--- src/rtl/clock_debounce.sv ---
`timescale 1ns/1ps
`default_nettype none
// ============================================================================
//  Module   : clock_debounce
//  Purpose  : Clock divider plus multi-channel input debouncer for slow
//             mechanical inputs (encoder lines, push buttons). The divider
//             makes a 50%-duty divided clock and a one-cycle sample tick.
//             Each input bit is synchronised and then debounced on that tick.
//             All outputs are synchronous to clk.
//  Ports    :
//     clk      in   1      system clock, rising edge
//     rst_n    in   1      synchronous active-low reset
//     din      in   WIDTH  raw asynchronous inputs
//     clk_div  out  1      registered divided clock, low half first
//     tick     out  1      one-clk strobe, once per PAM+1 cycles
//     dout     out  WIDTH  debounced levels
//     rise     out  WIDTH  one-clk pulse on a debounced 0->1 transition
//  Revision : 1.0  initial release
// ============================================================================
module clock_debounce #(
    parameter int   PAM   = 49999,  // divider terminal count (>= 1)
    parameter int   WIDTH = 2,      // number of input channels
    parameter int   DEPTH = 3,      // equal samples needed to accept (>= 2)
    parameter logic INIT  = 1'b0    // reset level of outputs and histories
) (
    input  logic             clk,
    input  logic             rst_n,
    input  logic [WIDTH-1:0] din,
    output logic             clk_div,
    output logic             tick,
    output logic [WIDTH-1:0] dout,
    output logic [WIDTH-1:0] rise
);

    localparam int                 c_cnt_w = (PAM < 1) ? 1 : $clog2(PAM + 1);
    localparam logic [c_cnt_w-1:0] c_pam   = c_cnt_w'(PAM);
    localparam logic [c_cnt_w-1:0] c_half  = c_cnt_w'((PAM + 1) / 2);
    localparam logic [c_cnt_w-1:0] c_one   = c_cnt_w'(1);

    // ------------------------------------------------------------------
    // Divider
    // ------------------------------------------------------------------
    logic [c_cnt_w-1:0] r_cnt;
    logic [c_cnt_w-1:0] w_cnt_nxt;
    logic               r_clk_div;
    logic               w_tick;

    assign w_tick    = (r_cnt == c_pam);
    assign w_cnt_nxt = w_tick ? '0 : (r_cnt + c_one);

    // clk_div is computed from the next count so the register always
    // equals (cnt >= HALF) for the count it sits beside, and being a
    // plain flop output it cannot glitch.
    always_ff @(posedge clk) begin
        if (!rst_n) begin
            r_cnt     <= '0;
            r_clk_div <= 1'b0;
        end else begin
            r_cnt     <= w_cnt_nxt;
            r_clk_div <= (w_cnt_nxt >= c_half);
        end
    end

    assign clk_div = r_clk_div;
    assign tick    = w_tick;

    // ------------------------------------------------------------------
    // Two-flop synchroniser for every input bit
    // ------------------------------------------------------------------
    logic [WIDTH-1:0] r_s1;
    logic [WIDTH-1:0] r_s2;

    always_ff @(posedge clk) begin
        if (!rst_n) begin
            r_s1 <= {WIDTH{INIT}};
            r_s2 <= {WIDTH{INIT}};
        end else begin
            r_s1 <= din;
            r_s2 <= r_s1;
        end
    end

    // ------------------------------------------------------------------
    // Per-channel debounce
    // ------------------------------------------------------------------
    genvar g;
    generate
        for (g = 0; g < WIDTH; g++) begin : g_ch
            logic [DEPTH-1:0] r_hist;
            logic [DEPTH-1:0] w_hist_nxt;
            logic             w_stable;
            logic             w_accept;
            logic             r_dout;
            logic             r_rise;

            // The new sample joins the DEPTH-1 most recent ones; a level is
            // accepted as soon as that full window agrees, in the same edge.
            assign w_hist_nxt = {r_hist[DEPTH-2:0], r_s2[g]};
            assign w_stable   = (&w_hist_nxt) | ~(|w_hist_nxt);
            assign w_accept   = w_tick & w_stable & (w_hist_nxt[0] != r_dout);

            always_ff @(posedge clk) begin
                if (!rst_n) begin
                    r_hist <= {DEPTH{INIT}};
                    r_dout <= INIT;
                    r_rise <= 1'b0;
                end else begin
                    if (w_tick) begin
                        r_hist <= w_hist_nxt;
                    end
                    if (w_accept) begin
                        r_dout <= w_hist_nxt[0];
                    end
                    // Registered alongside dout so the pulse lines up with
                    // the first cycle dout shows the new 1.
                    r_rise <= w_accept & w_hist_nxt[0];
                end
            end

            assign dout[g] = r_dout;
            assign rise[g] = r_rise;
        end
    endgenerate

endmodule
`default_nettype wire

--- config.mk ---
export PLATFORM = sky130hd
export DESIGN_NAME = clock_debounce
export DESIGN_NICKNAME = d
export VERILOG_FILES = /design/src/rtl/clock_debounce.sv
export SDC_FILE = /design/constraint.sdc
export NUM_CORES = 1
export LEC_CHECK = 0
export BUFFER_PORTS_ARGS = -buffer_cell sky130_fd_sc_hd__buf_2
export CAP_MARGIN = 20
export CORE_MARGIN = 3
export CORE_UTILIZATION = 37
export DETAILED_ROUTE_END_ITERATION = 10
export PLACE_DENSITY = 0.52
export SETUP_SLACK_MARGIN = 0.1
export SLEW_MARGIN = 10
export SYNTH_ARGS = -nofsm -noshare
export SYNTH_HDL_FRONTEND = slang
export SYNTH_SLANG_ARGS = --single-unit
--- constraint.sdc ---
create_clock -name clk -period 1.8 [get_ports clk]
set_clock_uncertainty 0.05 [all_clocks]
set_input_delay 0.09 -clock clk [delete_from_list [all_inputs] [get_ports clk]]
set_output_delay 0.09 -clock clk [all_outputs]
set_load 0.02 [all_outputs]
* Word level (Yosys, flattened, before mapping) *
Cells that the tools add are included.

cells by class
  $add $sub $neg = 1
  $lt $le $gt $ge = 1
  equal/unequal tests = 3
  muxes and demuxes = 1
  bitwise operators = 10
  reductions and logical operators = 4

operators with widths
  cell                                                                     count
  16-bit by 1-bit adder with 16-bit output, second input constant          1
  16-bit == test, second input constant                                    1
  16-bit by 15-bit >= comparator with 1-bit output, second input constant  1
  16-bit 2-to-1 mux                                                        1
  1-bit AND                                                                6
  3-bit AND reduction                                                      2
  3-bit OR reduction                                                       2
  1-bit != test                                                            2
  1-bit NOT                                                                2
  1-bit bitwise OR                                                         2

word-level totals
  register bits = 29
  output and inout bits = 6
  logic and storage cells = 30

* Longest topological paths before layout *
  depth after elaboration = 6
  mapped depth = 8

* Worst setup path after synthesis *
OpenSTA, ideal clock, no wires.

  path type = reg2reg
  from = reg r_cnt[5]
  to = reg g_ch[0].r_dout
  setup time = 0.066 ns
  arrival = 1.629 ns
  data required time = 1.684 ns
  path slack = 0.055 ns
  stages on the path, launching flop included = 9
  path buffers = 2
  cells stage by stage = dfxtp_1 -> buf_2 -> nand3b_1 -> or4_1 -> nor3_2 -> buf_6 -> and3_1 -> o21ai_1 -> a21boi_2

between the ends
  longest elaborated chain between the ends = 3

RTL lines
  element                   RTL line  source
  start: declaration        43        logic [c_cnt_w-1:0] r_cnt;
  start signal: assignment  59        r_cnt <= w_cnt_nxt;
  16-bit == test            48        assign w_tick = (r_cnt == c_pam);
  net tick                  30        output logic tick,
  1-bit AND (2 in series)   100       assign w_accept = w_tick & w_stable & (w_hist_nxt[0] != r_dout);
  end signal: assignment    112       r_dout <= w_hist_nxt[0];
  end: declaration          93        logic r_dout;

The timed path passes the listed nets, and every way through them passes these cells.
A chain may end at the register's enable or synchronous reset.

* Worst setup path in the final report *
  from = reg r_cnt[13]
  to = reg g_ch[0].r_dout

between the ends
  longest elaborated chain between the ends = 3

RTL lines
  element                  RTL line
  16-bit == test           48
  1-bit AND (2 in series)  100

No other way between the ends.

==> summary.md <==
| Metric | Value |
|---|---|
| Initial Util | `39.80%` |
| Comb pwr share | `3.4%` |
| CTS Buffer Depth | `2` |
| Core area | `3442 sq um` |
| Final setup viols | `1` |
| First-pass iteration count of the detailed router | `4` |
| Warnings, synthesis | `0` |
| Root buf cell | `clkbuf_8` |
| Antenna fix cells | `0` |
| GP Congestion | `0.7404` |
| Seq cells post-synth | `29` |
| Post-place setup slack | `-0.003235 ns` |
| Layout cell share with drive strength beyond 1 | `38.74%` |
| Setup crit start | `r_cnt[13]` |
| Total grt overflow | `0` |
| Syn Nets | `162` |
| Port Buf Inserts | `9` |
| Clock latency on the worst-skew pair | `0.28 ns` |
| CP delay by family, top | `simple AND/OR/NAND/NOR gates` |
| Crit start category | `register` |
| RSZ-0062 raised after global routing | `true` |
| Max_slew headroom | `82.67%` |
| Clk pin slew, worst setup/hold paths | `0.07 ns` |
| CTS buffer count | `5` |
| Number of flops mapped to enable cells by yosys | `0` |
| Post-Syn Area | `1370 sq um` |
| Slowest cell delay on critical path | `0.49 ns` |
| Worst Slack Setup Final | `-0.01701 ns` |
| Clock Power Share | `44.4%` |
| DP Wirelength | `1980 microns` |
| Commonest cells after routing, fill and taps aside | `dfxtp_1, nor2_1, buf_4` |
| Final hold vios | `0` |
| Setup_tns | `-0.01701 ns` |
| Total wire length | `2904 microns` |
| Worst endpoint data arrival time | `1.99 ns` |
| Max-Cap Viols | `0` |
| Cell Rows | `21` |
| Min-Delay Startpoint | `rst_n` |
| Nets@finish | `196` |
| Most common cell on crit path | `buf_6` |
| DR WL/cell | `12.25 microns` |
| Commonest non-fill, non-tap cell in the layout | `dfxtp_1` |
| CTS tree | `built` |
| FILL cells | `314` |
| Leak | `0.7099 nW` |
| First-pass GRT wire length | `4871 microns` |
| FFs w/ async S/R, synth | `0%` |
| Fin crit share | `100.9%` |
| Pin count of the biggest net entering global routing | `17` |
| Crit path buffers/inverters | `2` |
| Switching Power | `279.7 uW` |
| R2r startpoint | `r_cnt[13]` |
| Post-Syn Instances | `156` |
| DRC violations left | `0` |
| Max VDD drop | `476.4 uV` |
| Final Max Tran Viols | `0` |
| Post-layout min period | `1.817 ns` |
| CP max-delay cell | `or4_4` |
| Most common flop cell mapped by yosys | `dfxtp_1` |
| I/O pin cnt | `10` |
| R2R Setup Slk | `-0.02 ns` |
| Critical-path maximum fanout | `7` |
| Failing checks | `negative setup slack` |
| Avg Vias per Cell | `4.920` |
| Worst setup path category | `reg2reg` |
| Fmax | `550.4 MHz` |
| Number of H-tree levels | `2` |
| Distinct cells, synth | `36` |
| Die height | `66.85 microns` |
| Die ar. | `4469 sq um` |
| CP Data Required Time | `1.97 ns` |
| Worst Tran Pin Value | `0.2578 ns` |
| Worst hold path type | `in2reg` |
| Cells along the critical path | `nand2b_4 -> or4_4 -> nor3_4 -> buf_6 -> buf_6 -> and3_4 -> o21ai_2 -> a21boi_2` |
| Vias | `1166` |
| Sequential fraction of the synthesis area | `42.37%` |
| P&R area growth vs syn | `35.25%` |
| Net Sw Frac | `22.14%` |
| Total GRT Usage | `14.56%` |
| Internal power | `983.5 uW` |
| Final antenna-violating net count | `0` |
| Pwr dens | `681.7 nW/um^2` |
| # clock sinks | `29` |
| Number of global-route vias before repair | `1134` |
| Detailed Route Iter0 Violations | `32` |
| Sequential power share | `52.2%` |
| Die Span X | `66.85 microns` |
| Outcome | `complete, but fails checks` |
| Initial antenna violation count | `0` |
| Synthesized area per cell | `8.782 sq um` |
| Critical path endpoint category | `register` |
-- layout make-up --
| cell class | count | area (sq um) | area share, % |
|---|---|---|---|
| multi-input combinational | 114 | 809.5 | 43.69 |
| sequential | 29 | 589.3 | 31.80 |
| timing repair buffer | 37 | 289.0 | 15.60 |
| clock buffer | 6 | 82.58 | 4.456 |
| tap | 46 | 57.56 | 3.106 |
| clock inverter | 2 | 13.76 | 0.7427 |
| inverter | 3 | 11.26 | 0.6077 |
-- synth_stat cells (all sizes together), types with 4 or more instances --
cell     n  area (sq um)
dfxtp   29         580.6
buf      7         51.30
mux2i    4         40.04
xnor2    8         70.07
o22ai    4         25.02
nand4    4         31.28
a21oi    4         20.02
and2     7         43.79
nor2    24         90.09
and3     4         25.02
nand2   11         41.29
nand3    5         25.02
xor2     6         52.55
nor2b    5         31.28
nand2b   5         31.28
-- cells by family after synthesis --
kind of cell	share of synthesized area, %
xor gates and xnor gates	8.950
DFF	42.37
muxes	2.922
AOI/OAI and AO/OA	8.219
buffers and inverters	5.571
adders and majority gates	1.826
and+or+nand+nor	30.14
-- worst reg2reg max path: cells and delay by family, from the launching register on --
family	cells	cell delay, ns
and+or+nand+nor	4	0.97
buffers and inverters	2	0.27
DFF	1	0.32
AOI/OAI and AO/OA	2	0.17
-- sequential cells by signal, indices dropped and copies added, names as in the netlist --
name / count
g_ch.r_dout: 2
r_s2: 2
g_ch.r_hist: 4
r_cnt: 16
r_s1: 2
clk_div: 1
g_ch.r_rise: 2
-- power by group through the flow --
stage	sequential [mW]	combinational [mW]	clock [mW]
2_1_floorplan	0.672	0.0219	0
3_3_place_gp	0.672	0.0391	0
3_5_place_dp	0.673	0.0402	0
4_1_cts	0.658	0.0437	0.574
5_1_grt	0.660	0.0488	0.607
6_report	0.659	0.0434	0.561
-- worst paths after layout --
kind	to	depth (start not counted)
setup reg to reg	g_ch[0].r_dout	8
setup / recovery	g_ch[0].r_dout	8
hold reg to reg	r_s2[1]	1
hold / removal	g_ch[1].r_hist[0]	2
-- routing by layer --
metal / routed length (microns) / vias to the layer above / global-route usage, %
met5: 0 / - / 0
met4: 45 / 0 / 5.316
met3: 81 / 5 / 5.059
met2: 1409 / 12 / 24.38
met1: 1366 / 554 / 17.01
li1: - / 595 / -
-- metrics by stage --
step / power, mW / util, % / instance area (sq um) / hold WS, ns / instances
final: 1.263 / 53.84 / 1853 / 0.1457 / 237
after global routing: 1.316 / 53.84 / 1853 / 0.1581 / 237
after CTS: 1.276 / 50.89 / 1752 / 0.1449 / 236
after detailed placement: 0.7130 / 45.47 / 1565 / 0.2572 / 220
after global placement: 0.7115 / 45.47 / 1565 / 0.2529 / 220
after floorplan: 0.6939 / - / 1391 / 0.1673 / 156
-- repair_timing --
item / CTS / global route
gates resized for setup: 9 / 23
hold buffers: 2 / 0
buffers inserted: 6 / 1
pin swaps: 4 / 5
endpoints found under the setup margin: 9 / 24
hold endpoints to repair: 2 / 0
No activity file was read; power rests on OpenSTA's default activity.
